**src/rtl/raster_sched.sv**
```systemverilog
// rtl/raster_sched.sv - raster timing, line pre-start and per-frame update arbitration
//
// Purpose: free-running h/v raster counters with registered syncs, a frame
// counter, a line_start pulse issued LINE_LEAD clocks ahead of each visible
// line, and a once-per-frame parameter-update grant confined to vblank.
//
// Ports:
//   clk48          in   pixel clock
//   rst_n          in   asynchronous active-low reset
//   freeze         in   hold the frame counter
//   upd_req        in   level request from the parameter updater
//   h_count        out  horizontal counter (0..H_TOTAL-1)
//   v_count        out  vertical counter (0..V_TOTAL-1)
//   display_active out  h_count/v_count inside the visible area
//   hsync, vsync   out  registered, active-low syncs (one clock behind counters)
//   frame          out  frame counter, mod 256
//   frame_start    out  pulse while counters read 0,0
//   line_start     out  pulse announcing line_y, LINE_LEAD clocks early
//   line_y         out  line announced by the latest line_start
//   upd_window     out  update window open
//   upd_ack        out  one-cycle update grant
module raster_sched #(
  parameter int H_DISPLAY     = 1220,
  parameter int H_FRONT_PORCH = 31,
  parameter int H_SYNC_PULSE  = 183,
  parameter int H_TOTAL       = 1525,
  parameter int V_DISPLAY     = 480,
  parameter int V_FRONT_PORCH = 10,
  parameter int V_SYNC_PULSE  = 2,
  parameter int V_TOTAL       = 525,
  parameter int LINE_LEAD     = 16
) (
  input  logic        clk48,
  input  logic        rst_n,
  input  logic        freeze,
  input  logic        upd_req,
  output logic [10:0] h_count,
  output logic [9:0]  v_count,
  output logic        display_active,
  output logic        hsync,
  output logic        vsync,
  output logic [7:0]  frame,
  output logic        frame_start,
  output logic        line_start,
  output logic [9:0]  line_y,
  output logic        upd_window,
  output logic        upd_ack
);

  localparam logic [10:0] H_LAST   = 11'(H_TOTAL - 1);
  localparam logic [10:0] H_DISP   = 11'(H_DISPLAY);
  localparam logic [10:0] HS_BEG   = 11'(H_DISPLAY + H_FRONT_PORCH);
  localparam logic [10:0] HS_END   = 11'(H_DISPLAY + H_FRONT_PORCH + H_SYNC_PULSE);
  // line_start is registered, so it is decided one clock before h_count==LS.
  localparam logic [10:0] LS_M1    = 11'(H_TOTAL - LINE_LEAD - 1);
  localparam logic [9:0]  V_LAST   = 10'(V_TOTAL - 1);
  localparam logic [9:0]  V_DISP   = 10'(V_DISPLAY);
  localparam logic [9:0]  V_DISP_M1 = 10'(V_DISPLAY - 1);
  localparam logic [9:0]  VS_BEG   = 10'(V_DISPLAY + V_FRONT_PORCH);
  localparam logic [9:0]  VS_END   = 10'(V_DISPLAY + V_FRONT_PORCH + V_SYNC_PULSE);

  localparam logic [1:0] ST_IDLE   = 2'd0;
  localparam logic [1:0] ST_OPEN   = 2'd1;
  localparam logic [1:0] ST_CLOSED = 2'd2;

  logic [10:0] h_count_q, h_count_d;
  logic [9:0]  v_count_q, v_count_d;
  logic [7:0]  frame_q, frame_d;
  logic        hsync_q, hsync_d;
  logic        vsync_q, vsync_d;
  logic        frame_start_q, frame_start_d;
  logic        line_start_q, line_start_d;
  logic [9:0]  line_y_q, line_y_d;
  logic [1:0]  state_q, state_d;
  logic        upd_ack_q, upd_ack_d;

  logic        h_wrap;
  logic        v_wrap;
  logic [9:0]  next_y;

  always_comb begin
    h_wrap = (h_count_q == H_LAST);
    v_wrap = (v_count_q == V_LAST);
    next_y = v_wrap ? 10'd0 : v_count_q + 10'd1;

    h_count_d = h_wrap ? 11'd0 : h_count_q + 11'd1;
    v_count_d = v_count_q;
    if (h_wrap) begin
      v_count_d = v_wrap ? 10'd0 : v_count_q + 10'd1;
    end

    frame_d = frame_q;
    if (h_wrap && v_wrap && !freeze) begin
      frame_d = frame_q + 8'd1;
    end

    hsync_d = !((h_count_q >= HS_BEG) && (h_count_q < HS_END));
    vsync_d = !((v_count_q >= VS_BEG) && (v_count_q < VS_END));

    // Decided on the last clock of the frame so the pulse lines up with 0,0.
    frame_start_d = h_wrap && v_wrap;

    // The line being announced is the one after the current line, so line 0
    // is announced during the final line of the previous frame.
    line_start_d = (h_count_q == LS_M1) && (next_y < V_DISP);
    line_y_d     = line_start_d ? next_y : line_y_q;

    state_d   = state_q;
    upd_ack_d = 1'b0;
    case (state_q)
      ST_IDLE: begin
        // Open so that the window is visible when counters read 0,V_DISPLAY.
        if (h_wrap && (v_count_q == V_DISP_M1)) begin
          state_d = ST_OPEN;
        end
      end
      ST_OPEN: begin
        // Closing takes priority over a request arriving on the same clock,
        // keeping line 0's preload free of a parameter change.
        if (v_wrap && (h_count_q == LS_M1)) begin
          state_d = ST_CLOSED;
        end else if (upd_req) begin
          state_d   = ST_CLOSED;
          upd_ack_d = 1'b1;
        end
      end
      ST_CLOSED: begin
        if (frame_start_q) begin
          state_d = ST_IDLE;
        end
      end
      default: state_d = ST_IDLE;
    endcase
  end

  always_ff @(posedge clk48 or negedge rst_n) begin
    if (!rst_n) begin
      h_count_q     <= '0;
      v_count_q     <= '0;
      frame_q       <= '0;
      hsync_q       <= 1'b1;
      vsync_q       <= 1'b1;
      frame_start_q <= 1'b0;
      line_start_q  <= 1'b0;
      line_y_q      <= '0;
      state_q       <= ST_IDLE;
      upd_ack_q     <= 1'b0;
    end else begin
      h_count_q     <= h_count_d;
      v_count_q     <= v_count_d;
      frame_q       <= frame_d;
      hsync_q       <= hsync_d;
      vsync_q       <= vsync_d;
      frame_start_q <= frame_start_d;
      line_start_q  <= line_start_d;
      line_y_q      <= line_y_d;
      state_q       <= state_d;
      upd_ack_q     <= upd_ack_d;
    end
  end

  assign h_count        = h_count_q;
  assign v_count        = v_count_q;
  assign display_active = (h_count_q < H_DISP) && (v_count_q < V_DISP);
  assign hsync          = hsync_q;
  assign vsync          = vsync_q;
  assign frame          = frame_q;
  assign frame_start    = frame_start_q;
  assign line_start     = line_start_q;
  assign line_y         = line_y_q;
  assign upd_window     = (state_q == ST_OPEN);
  assign upd_ack        = upd_ack_q;

endmodule

```
**config.mk**
```make
export PLATFORM = sky130hd
export DESIGN_NAME = raster_sched
export DESIGN_NICKNAME = d
export VERILOG_FILES = /design/src/rtl/raster_sched.sv
export SDC_FILE = /design/constraint.sdc
export NUM_CORES = 1
export LEC_CHECK = 0
export BUFFER_PORTS_ARGS = -buffer_cell sky130_fd_sc_hd__buf_2
export CAP_MARGIN = 30
export CORE_UTILIZATION = 49
export CTS_CLUSTER_SIZE = 28
export DETAILED_ROUTE_END_ITERATION = 16
export HOLD_SLACK_MARGIN = 0.03
export PLACE_DENSITY_LB_ADDON = 0.1
export SYNTH_ARGS = -nofsm -noshare
export SYNTH_HDL_FRONTEND = slang
export SYNTH_SLANG_ARGS = --single-unit
```
**constraint.sdc**
```tcl
create_clock -name clk48 -period 2.18 [get_ports clk48]
set_input_delay 0.109 -clock clk48 [delete_from_list [all_inputs] [get_ports clk48]]
set_output_delay 0.109 -clock clk48 [all_outputs]
set_load 0.1 [all_outputs]
```
---- Yosys cells after proc, flatten, opt, wreduce, memory -nomap -nowiden ----
Cells that the tools add are included.
W data, S select, Z words.
word-level totals
  logic and storage cells ................. 52
  input bits .............................. 4
  register bits after elaboration ......... 46
  output and inout port bits .............. 46
cells by class
  muxes and demuxes ....................... 10
  $lt $le $gt $ge ......................... 7
  equality and inequality tests ........... 9
  add/sub/neg operators ................... 3
  reductions and logical operators ........ 13
operators with widths
  operator                 count
  $lt A10 B9 Y1 const B    3
  $eq A11 B11 Y1 const B   2
  $lt A11 B11 Y1 const B   2
  $add A11 B1 Y11 const B  1
  $ge A11 B11 Y1 const B   1
  $mux W11                 1
  $add A10 B1 Y10 const B  1
  $eq A10 B10 Y1 const B   1
  $eq A10 B9 Y1 const B    1
  $ge A10 B9 Y1 const B    1
  $mux W10                 1
  $add A8 B1 Y8 const B    1
  $logic_and A1 B1 Y1      8
  $mux W2                  4
  $pmux W2 S3              1
  $ne A2 B2 Y1 const B     2
  $logic_not A1 Y1         3
  $mux W1                  3
  $ne A3 B2 Y1 const B     1
  $reduce_and A3 Y1        1
  $eq A2 B1 Y1 const B     1
  $eq A2 B2 Y1 const B     1
  $logic_not A2 Y1         1

---- Depth between registers and ports, before layout ----
Gate-level depths: netlist of the first run.
  depth in word-level cells ............... 4
  mapped depth ............................ 9
  depth with buffers taken out ............ 7

---- Worst setup path before layout of the first run ----
Ideal clock, no wire load.
  path kind ............................... reg-to-output
  start ................................... reg h_count_q[2] (netlist: h_count[2])
  end ..................................... out display_active
  path slack .............................. -1.573 ns
  data required time ...................... 2.071 ns
  data arrival time ....................... 3.644 ns
  buffers on the path ..................... 1
  cell stages (with the launch flop) ...... 5
  cells stage by stage .................... dfrtp_1 -> buf_2 -> nor4_1 -> o21ai_0 -> a211oi_1
on the way
  longest elaborated chain between the ends .. 2
RTL lines
  what                      RTL line  source
  start: declaration        66        logic [10:0] h_count_q, h_count_d;
  start signal: assignment  149       h_count_q <= h_count_d;
  $lt A11 B11 Y1            164       assign display_active = (h_count_q < H_DISP) && (v_count_q < V_DISP);
  $logic_and A1 B1 Y1       164
  end: declaration          39        output logic display_active,
No other way between the ends.

---- Final worst setup path of the first run ----
  start ................................... reg h_count_q[0] (netlist: h_count[0])
  end ..................................... reg line_y_q[1] (netlist: line_y[1])
on the way
  longest elaborated chain between the ends .. 2
RTL lines
  what                    RTL line  source
  $eq A11 B11 Y1          105       line_start_d = (h_count_q == LS_M1) && (next_y < V_DISP);
  $logic_and A1 B1 Y1     105
  end signal: assignment  156       line_y_q <= line_y_d;
  end: declaration        73        logic [9:0] line_y_q, line_y_d;
No other way between the ends.
A chain may end at the register's enable or synchronous reset.

==> results of run 1 <==
metal layers:
layer / share of wire [%] / global-route usage (%) / wire length [µm]
met5: 0 / 0 / 0
met4: 1.8 / 12.42 / 108
met3: 4.4 / 4.360 / 261
met2: 47 / 36.37 / 2778
met1: 47 / 32.05 / 2776
cell type report:
type | count | area, µm² | share of cell area, %
Multi-Input combinational cell | 174 | 1235 | 37.30
Tap cell | 54 | 67.56 | 2.041
Clock inverter | 3 | 40.04 | 1.209
Timing Repair Buffer | 98 | 656.9 | 19.84
Inverter | 8 | 32.53 | 0.9826
Sequential cell | 46 | 1210 | 36.55
Clock buffer | 5 | 68.82 | 2.079
cells in the final DEF, fill, tap and decap left out, types with 5 or more instances in the layout:
master | netlist | layout
o21ai_0 | 11 | 7
buf_4 | 0 | 44
xnor2_1 | 16 | 16
xor2_1 | 8 | 8
dfrtp_2 | 0 | 9
nand4_1 | 9 | 9
inv_1 | 8 | 6
nand3_1 | 11 | 11
clkbuf_8 | 0 | 5
nand2_1 | 21 | 20
mux2_4 | 0 | 6
dfrtp_4 | 0 | 12
a21oi_1 | 6 | 6
ha_1 | 6 | 5
dfrtp_1 | 44 | 23
nor2_1 | 24 | 23
buf_2 | 4 | 49
worst min path at each step:
stage	depth (start not counted)	to	slack (ps)
after floorplan	0	frame[0]	-190
after global placement	1	frame[5]	80
after detailed placement	1	frame[5]	100
after CTS	2	upd_ack	60
after global routing	2	upd_ack	70
final	2	upd_ack	70
power groups by stage:
stage                     combinational [µW]  clock [µW]  sequential (µW)
after detailed placement                25.7           0              870
after floorplan                        0.797           0              870
after global placement                  25.1           0              870
after CTS                               27.1         650              852
after global routing                    30.1         669              852
final                                   25.8         633              852
flip-flops by register name, indices dropped and copies added, names as in the netlist:
| name | flops |
|---|---|
| v_count | 10 |
| frame_start | 1 |
| line_start | 1 |
| state_q | 2 |
| upd_ack | 1 |
| hsync | 1 |
| line_y | 10 |
| vsync | 1 |
| frame | 8 |
| h_count | 11 |
what timing repair did:
item | in CTS | in global routing
endpoints found under the setup margin | 8 | 24
gates resized for setup | 11 | 11
hold endpoints to repair | 18 | 0
buffers inserted | 6 | 5
hold buffers | 1 | 0
gates cloned | 0 | 1
pin swaps | 2 | 3
cells by family after synthesis:
logic type	share of synthesized area, %
compound gates	10.71
xor+xnor	8.823
fa+ha+maj	3.151
buf+inv	3.519
flops	48.42
mux	2.836
simple gates	22.53
metrics by stage:
stage          utilization (%)  total power, µW  TNS (ps)  hold slack (ps)
2_1_floorplan                -            870.8     -3579           -186.6
3_3_place_gp             64.53            895.0    -804.0            84.95
3_5_place_dp             64.53            895.6     -1321            99.85
4_1_cts                  69.20             1529    -443.5            62.39
5_1_grt                  70.56             1552     -1491            65.73
6_report                 70.56             1511     -1049            68.79
worst reg2reg max path: stages, from the launching register on:
cell,delay [ps]
dfrtp_4,500
inv_4,80
ha_4,120
nand4b_1,140
or4_4,470
a311oi_4,240
a21boi_4,240
buf_12,140
mux2_4,300
==> impl_metrics.csv, run 1 <==
group,metric,value,unit
outcome,status,"finished with violations",
outcome,violations,"negative setup slack",
cells_and_area,final_cells,388,
critical_path,cp-start-kind,"register",
global_route,grt_usage,23.68,%
place,gp_congestion,0.8128,
global_route,grt_max_degree,28,
cells_and_area,diodes,0,
sta,fin_crit,2358,ps
synthesis,synthTopCellsByCount,"44 x dfrtp_1, 24 x nor2_1, 21 x nand2_1, 16 x xnor2_1",
floorplanning,dieArea,5144,µm²
drt,num_vias,2145,
power,p_sw,314.1,µW
hold_path,min_from,"upd_req",
sta,worst_slew_pin_slew,504.3,ps
cells_and_area,areaGrowthSynthToFinish,38.97,%
flow_run,drv_cap,0,
place,dp_cells,369,
floorplanning,ioPinCount,50,
drt,wl_per_cell,15.27,µm
drt,drt-pass1-iter-count,4,
global_route,first_global_vias,1977,
power,power_frac_clock,41.9,%
sta,final-max-slew-violation-count,0,
place,port-buffer-count,49,
synthesis,synth_area_leader_cell,"dfrtp_1",
synthesis,synth_warnings,0,
cts,ctsHtreeMaxLevel,2,
power,seqPwrFrac,56.4,%
cts,clockBufferDepth,2,
global_route,antenna_found_initial,0,
place,place_ws,-221.0,ps
critical_path,arrival,2550,ps
critical_path,reg2reg_depth,8,
critical_path,slowest_stage,"dfrtp_4",
floorplanning,die_h,71.73,µm
drt,drc,0,
floorplanning,start_util,50.77,%
cells_and_area,drive_gt1_share,44.31,%
drt,routed_wirelength,5924,µm
sta,relSlewSlack,66.38,%
global_route,grt_pass1_wl,9294,µm
cts,clk_latency,300,ps
cts,cts_buffers,5,
global_route,grt.overflow.total,0,
critical_path,cp-endpoint,"line_y[1]",
critical_path,worstSetupStartpoint,"h_count[0]",
critical_path,timing.rr.start,"h_count[0]",
cells_and_area,fill_cells,355,
power,p_int,1197,µW
critical_path,slowest_delay,500,ps
drt,ant_nets,0,
synthesis,syn-num-nets,251,
synthesis,syn_inst,241,
critical_path,cp_cell_sequence,"inv_4 -> ha_4 -> nand4b_1 -> or4_4 -> a311oi_4 -> a21boi_4 -> buf_12 -> mux2_4",
synthesis,synth.area.top_cells,"dfrtp_1 46%, xnor2_1 5.9%, nor2_1 3.8%, nand2_1 3.3%, ha_1 3.2%",
sta,rsz0062_at_grt,"true",
cts,clock-sinks,46,
synthesis,synth.most_common_cell,"dfrtp_1",
sta,setup_viol,9,
sta,fmax,424.1,MHz
synthesis,yosys.area.top_type_share,46.22,%
hold_path,min_path_type,"input port to register",
place,dp_hpwl,4002,µm
critical_path,cp_top_family,"simple AND/OR/NAND/NOR gates",
critical_path,cp_max_fo,7,
cts,cts_tree,"yes",
power,p_leak,0.001582,µW
synthesis,async_flop_share,100.0,%
place,place_area,3028,µm²
synthesis,ys_ff_latch,46,
sta,period_share,108.2,%
floorplanning,die_w,71.73,µm
synthesis,yosysUniqueCellTypes,42,
critical_path,crit_required,2370,ps
synthesis,synth_edf_count,0,
cts,cts.clk_slew.worst_paths,90,ps
floorplanning,core,4692,µm²
synthesis,synth_area_per_cell,9.885,µm²
sta,setup_ws,-177.8,ps
floorplanning,rows,25,
power,switching_share,20.79,%
sta,hold_violations,0,
power,combinationalPowerShare,1.7,%
power,ir_drop,268.9,µV
critical_path,reg2reg_slack,-180,ps
critical_path,worst_r2r_endpoint,"line_y[1]",
power,cellPowerDensity,456.4,nW/µm²
critical_path,crit_cells,8,
critical_path,cp-end-kind,"register",
critical_path,crit_buf_inv,2,
synthesis,ys_seq_area_share,48.42,%
synthesis,syn_area,2382,µm²
drt,drtIter0Drc,179,
cells_and_area,fin_nets,343,
synthesis,synthFlopType,"dfrtp_1",
cells_and_area,stdcell_area,3311,µm²
critical_path,worstSetupPathType,"register to register",
cts,root_buffer,"clkbuf_8",
sta,worst_clock_skew,8.501,ps
drt,via_per_inst,5.528,
(Power assumes the default switching activity.)
==> inputs of run 2 (changes only) <==
Settings changed: CORE_UTILIZATION 49 to 58.
Clock period 2.18 ns to 2.8 ns, I/O delays scaled along.
==> impl_metrics.csv, run 2 (synthesis results as in run 1) <==
group,metric,value,unit
power,p_leak,0.001355,µW
sta,whs,109.0,ps
critical_path,reg2reg_slack,280,ps
hold_path,hold_depth,2,
cts,cts_buffers,5,
sta,final-max-slew-violation-count,0,
critical_path,cp-end-kind,"register",
critical_path,cp-start-kind,"register",
cells_and_area,diodes,0,
sta,fmax,397.0,MHz
sta,fin_crit,2519,ps
critical_path,cp_max_fo,9,
critical_path,crit_required,2990,ps
cells_and_area,layout_common_cells,"49 x buf_2, 41 x dfrtp_1, 24 x nor2_1",
cells_and_area,fin_nets,299,
cells_and_area,areaGrowthSynthToFinish,18.01,%
cts,cts_setup_buffers,0,
cts,clockBufferDepth,2,
sta,hold_violations,0,
outcome,status,"finished clean",
sta,rsz0062_at_grt,"false",
power,seqPwrFrac,56.7,%
cells_and_area,fill_cells,271,
sta,worst_slew_pin_slew,575.7,ps
critical_path,timing.rr.start,"h_count[1]",
place,dp_cells,329,
power,cellPowerDensity,416.4,nW/µm²
global_route,antenna_found_initial,0,
floorplanning,die_w,66.09,µm
floorplanning,core,3799,µm²
critical_path,slowest_delay,530,ps
drt,drt-pass1-iter-count,4,
power,p_int,933.2,µW
cells_and_area,regArea,1157,µm²
power,switching_share,20.28,%
critical_path,arrival,2710,ps
drt,num_vias,1989,
cells_and_area,largest_register_ffs,11,
drt,wl_per_cell,15.47,µm
drt,drtIter0Drc,165,
drt,via_per_inst,5.885,
cells_and_area,stdcell_area,2811,µm²
power,ir_drop,270.5,µV
flow_run,drv_cap,0,
critical_path,reg2reg_depth,7,
hold_path,min_to,"upd_ack",
global_route,grt.overflow.total,0,
global_route,grt_max_degree,25,
sta,setup_viol,0,
hold_path,min_from,"upd_req",
floorplanning,ioPinCount,50,
cts,cts_tree,"yes",
cts,clk_latency,300,ps
critical_path,worstSetupPathType,"register to register",
cts,cts.clk_slew.worst_paths,80,ps
hold_path,min_path_type,"input port to register",
global_route,first_global_vias,1839,
cts,ctsHtreeMaxLevel,2,
cts,root_buffer,"clkbuf_8",
drt,routed_wirelength,5229,µm
cts,clock-sinks,46,
critical_path,slowest_stage,"or4_4",
cells_and_area,final_common_cell,"buf_2",
cts,cts_resized,0,
power,combinationalPowerShare,1.8,%
power,power_frac_clock,41.5,%
floorplanning,rows,22,
critical_path,cp_cell_sequence,"inv_1 -> ha_1 -> nand4b_1 -> or4_4 -> a311oi_2 -> a21boi_4 -> mux2_2",
place,gp_congestion,0.8776,
floorplanning,start_util,62.71,%
floorplanning,dieArea,4368,µm²
power,p_sw,237.4,µW
drt,drc,0,
place,place_area,2693,µm²
global_route,grt_pass1_wl,8942,µm
drt,ant_nets,0,
critical_path,worst_r2r_endpoint,"line_y[0]",
cts,ctsHoldBuffers,1,
place,port-buffer-count,49,
cells_and_area,drive_gt1_share,26.55,%
global_route,grt_usage,27.34,%
floorplanning,die_h,66.09,µm
sta,worst_clock_skew,7.690,ps
cells_and_area,multi_input_area,1150,µm²
cells_and_area,final_cells,338,
place,dp_hpwl,3665,µm
sta,relSlewSlack,61.62,%
sta,period_share,89.97,%
==> run 2: cell types whose count changed in the layout (fill, tap and decap cells not counted), sizes merged <==
cell / delta
buf: -44
==> run 2: per-stage QoR <==
stage               util, %  total power, µW  setup WS, ps  setup TNS (ps)
floorplan                 -            677.7        -32.86          -32.86
global placement      70.16            692.7         364.0               0
detailed placement    70.88            697.8         289.2               0
CTS                   74.01             1177         280.0               0
global route          74.01             1219         110.0               0
finish                74.01             1171         280.9               0
==> run 2: layer usage <==
layer,track usage (%),vias to the layer above,part of all wire (%)
met5,0,-,0
met4,12.23,0,2.3
met3,4.310,14,6.1
met2,41.96,80,46
met1,37.99,950,45
li1,-,945,-
==> run 2: critical path, delay by kind of cell (launching register included) <==
kind | cells | cell delay (ps)
and+or+nand+nor | 2 | 680
buffers and inverters | 1 | 110
muxes | 1 | 380
adders and majority gates | 1 | 150
DFF | 1 | 440
AOI/OAI and AO/OA | 2 | 650
==> run 2: cell type report <==
type	count	share of cell area [%]
Sequential cell	46	41.17
Multi-Input combinational cell	174	40.90
Timing Repair Buffer	54	10.86
Clock buffer	5	2.448
Tap cell	48	2.136
Clock inverter	3	1.424
Inverter	8	1.068
==> run 2: power by group through the flow <==
stage	combinational, µW	sequential (µW)	clock, µW
CTS	22.0	664	491
floorplan	0.621	677	0
finish	20.9	664	486
global placement	15.8	677	0
detailed placement	20.8	677	0
global route	24.4	664	531
==> run 2: worst max path at each step <==
stage,from,end,depth (start not counted)
floorplan,h_count[4],display_active,4
global placement,h_count[0],line_y[1],7
detailed placement,h_count[1],line_y[4],7
CTS,h_count[0],line_y[0],7
global route,h_count[1],line_y[0],7
finish,h_count[1],line_y[0],7
==> inputs of run 3 (changes only) <==
Settings changed: CELL_PAD_IN_SITES_DETAIL_PLACEMENT set to 0, CELL_PAD_IN_SITES_GLOBAL_PLACEMENT set to 1, CORE_UTILIZATION 58 to 45, GPL_TIMING_DRIVEN set to 0.
==> impl_metrics.csv, run 3 (synthesis results as in run 1) <==
group,metric,value,unit
outcome,status,"finished clean",
drt,drc,0,
floorplanning,die_w,74.76,µm
global_route,grt_max_degree,25,
power,power_frac_clock,42.3,%
cts,clockBufferDepth,2,
sta,worst_slew_pin_slew,578.3,ps
critical_path,slowest_stage,"a311oi_2",
cells_and_area,areaGrowthSynthToFinish,20.96,%
critical_path,worst_r2r_endpoint,"line_y[1]",
floorplanning,core,5107,µm²
cells_and_area,layout_common_cells,"53 x buf_2, 41 x dfrtp_1, 24 x nor2_1",
cells_and_area,fill_cells,502,
cells_and_area,diodes,0,
global_route,grt_use_met2,30.13,%
hold_path,min_from,"upd_req",
power,p_leak,0.001381,µW
sta,setup_ws,215.6,ps
sta,rsz0062_at_grt,"false",
cts,root_buffer,"clkbuf_8",
drt,num_vias,1953,
cts,clock-sinks,46,
critical_path,arrival,2770,ps
power,switching_share,20.93,%
global_route,grt.busiest_layer,"met2",
hold_path,min_path_type,"input port to register",
cells_and_area,largest_register_ffs,11,
critical_path,reg2reg_slack,220,ps
cts,clk_latency,300,ps
drt,via_per_inst,5.264,
floorplanning,ioPinCount,50,
global_route,grt_pass1_wl,8397,µm
cells_and_area,drive_gt1_share,26.25,%
floorplanning,rows,26,
sta,fmax,386.9,MHz
critical_path,cp-start-kind,"register",
drt,drtIter0Drc,103,
cts,cts.clk_slew.worst_paths,90,ps
cells_and_area,final_common_cell,"buf_2",
drt,routed_wirelength,5125,µm
critical_path,cp-end-kind,"register",
place,place_ws,204.5,ps
cells_and_area,fin_nets,310,
sta,setup_viol,0,
global_route,antenna_found_initial,0,
global_route,grt_use_met1,29.79,%
critical_path,slowest_delay,430,ps
sta,fin_tns_setup,0,ps
floorplanning,start_util,46.64,%
sta,relSlewSlack,61.45,%
critical_path,worstSetupPathType,"register to register",
hold_path,hold_depth,2,
drt,drt-pass1-iter-count,4,
critical_path,cp_cell_sequence,"clkbuf_1 -> and4bb_2 -> nand4_2 -> a311oi_2 -> a21boi_4 -> mux2_2",
global_route,met3_usage,3.614,%
drt,wl_per_cell,13.81,µm
place,port-buffer-count,49,
place,dp_hpwl,3684,µm
power,cellPowerDensity,411.8,nW/µm²
cts,ctsHtreeMaxLevel,2,
power,seqPwrFrac,55.9,%
critical_path,timing.rr.start,"v_count[8]",
power,ir_drop,273.2,µV
sta,hold_violations,0,
cts,cts_buffers,5,
global_route,grt.overflow.total,0,
sta,period_share,92.30,%
floorplanning,dieArea,5589,µm²
sta,fin_crit,2584,ps
critical_path,reg2reg_depth,6,
power,p_int,938.2,µW
critical_path,cp_max_fo,10,
power,p_sw,248.3,µW
global_route,grt_usage,19.94,%
global_route,first_global_vias,1712,
flow_run,drv_cap,0,
cts,cts_tree,"yes",
sta,final-max-slew-violation-count,0,
place,gp_congestion,0.7896,
drt,ant_nets,0,
critical_path,crit_required,2980,ps
hold_path,min_to,"upd_ack",
sta,worst_clock_skew,6.062,ps
floorplanning,die_h,74.76,µm
power,combinationalPowerShare,1.8,%
==> run 3: cell types whose count changed in the layout (fill, tap and decap cells not counted) <==
cell and change:
clkinv_2 -1, clkbuf_1 +9, buf_2 +4, buf_4 -2
inv_6 +1
==> run 3: final cells by class <==
class	instances	area (µm²)	share of cell area, %
timing repair buffer	52	290.3	10.07
multi-input combinational	174	1150	39.90
clock buffer	5	68.82	2.388
inverter	8	30.03	1.042
clock inverter	3	43.79	1.520
tap	70	87.58	3.040
buffer	13	53.80	1.867
sequential	46	1157	40.17
==> run 3: routing by layer <==
| layer | routed length (µm) | part of all wire, % |
|---|---|---|
| met1 | 2616 | 51 |
| met2 | 2249 | 44 |
| met3 | 210 | 4.1 |
| met4 | 48 | 0.94 |
| met5 | 0 | 0 |
==> run 3: what timing repair did <==
item                       CTS  global route
resized for setup            0             0
hold buffers                 1             0
setup buffers                0             0
hold endpoints to repair    22             0
setup endpoints to repair    0             0
==> run 3: worst max-delay path by stage <==
stage               start             end  slack [ps]  cells past startpoint
6_report       v_count[8]       line_y[1]         220                      6
3_5_place_dp   h_count[0]       line_y[1]         200                      7
4_1_cts        h_count[1]       line_y[1]         190                      7
5_1_grt        v_count[7]       line_y[4]          10                      6
2_1_floorplan  h_count[4]  display_active         -30                      4
3_3_place_gp   h_count[4]      v_count[1]         190                      5
==> run 3: worst max-delay path: cells and delay by family (launching register included) <==
kind	cells	cell delay, ps
AO/OA/AOI/OAI	2	820
multiplexers	1	380
buffers and inverters	1	220
flip-flops	1	390
AND/OR/NAND/NOR	2	660
==> run 3: power by group through the flow <==
stage               clock, µW  combinational [µW]  sequential [µW]
finish                    501                21.3              664
global placement            0                16.4              677
detailed placement          0                21.7              677
floorplan                   0               0.621              677
CTS                       521                22.8              664
global route              543                25.2              664
==> run 3: per-stage QoR <==
step,total power (µW),hold slack (ps),utilization (%),instance area [µm²],std cells
5_1_grt,1232,98.45,56.42,2882,371
3_5_place_dp,698.6,176.9,54.02,2759,362
2_1_floorplan,677.7,-155.6,-,2391,241
6_report,1187,115.5,56.42,2882,371
4_1_cts,1207,104.7,56.42,2882,371
3_3_place_gp,693.3,372.5,53.33,2724,360
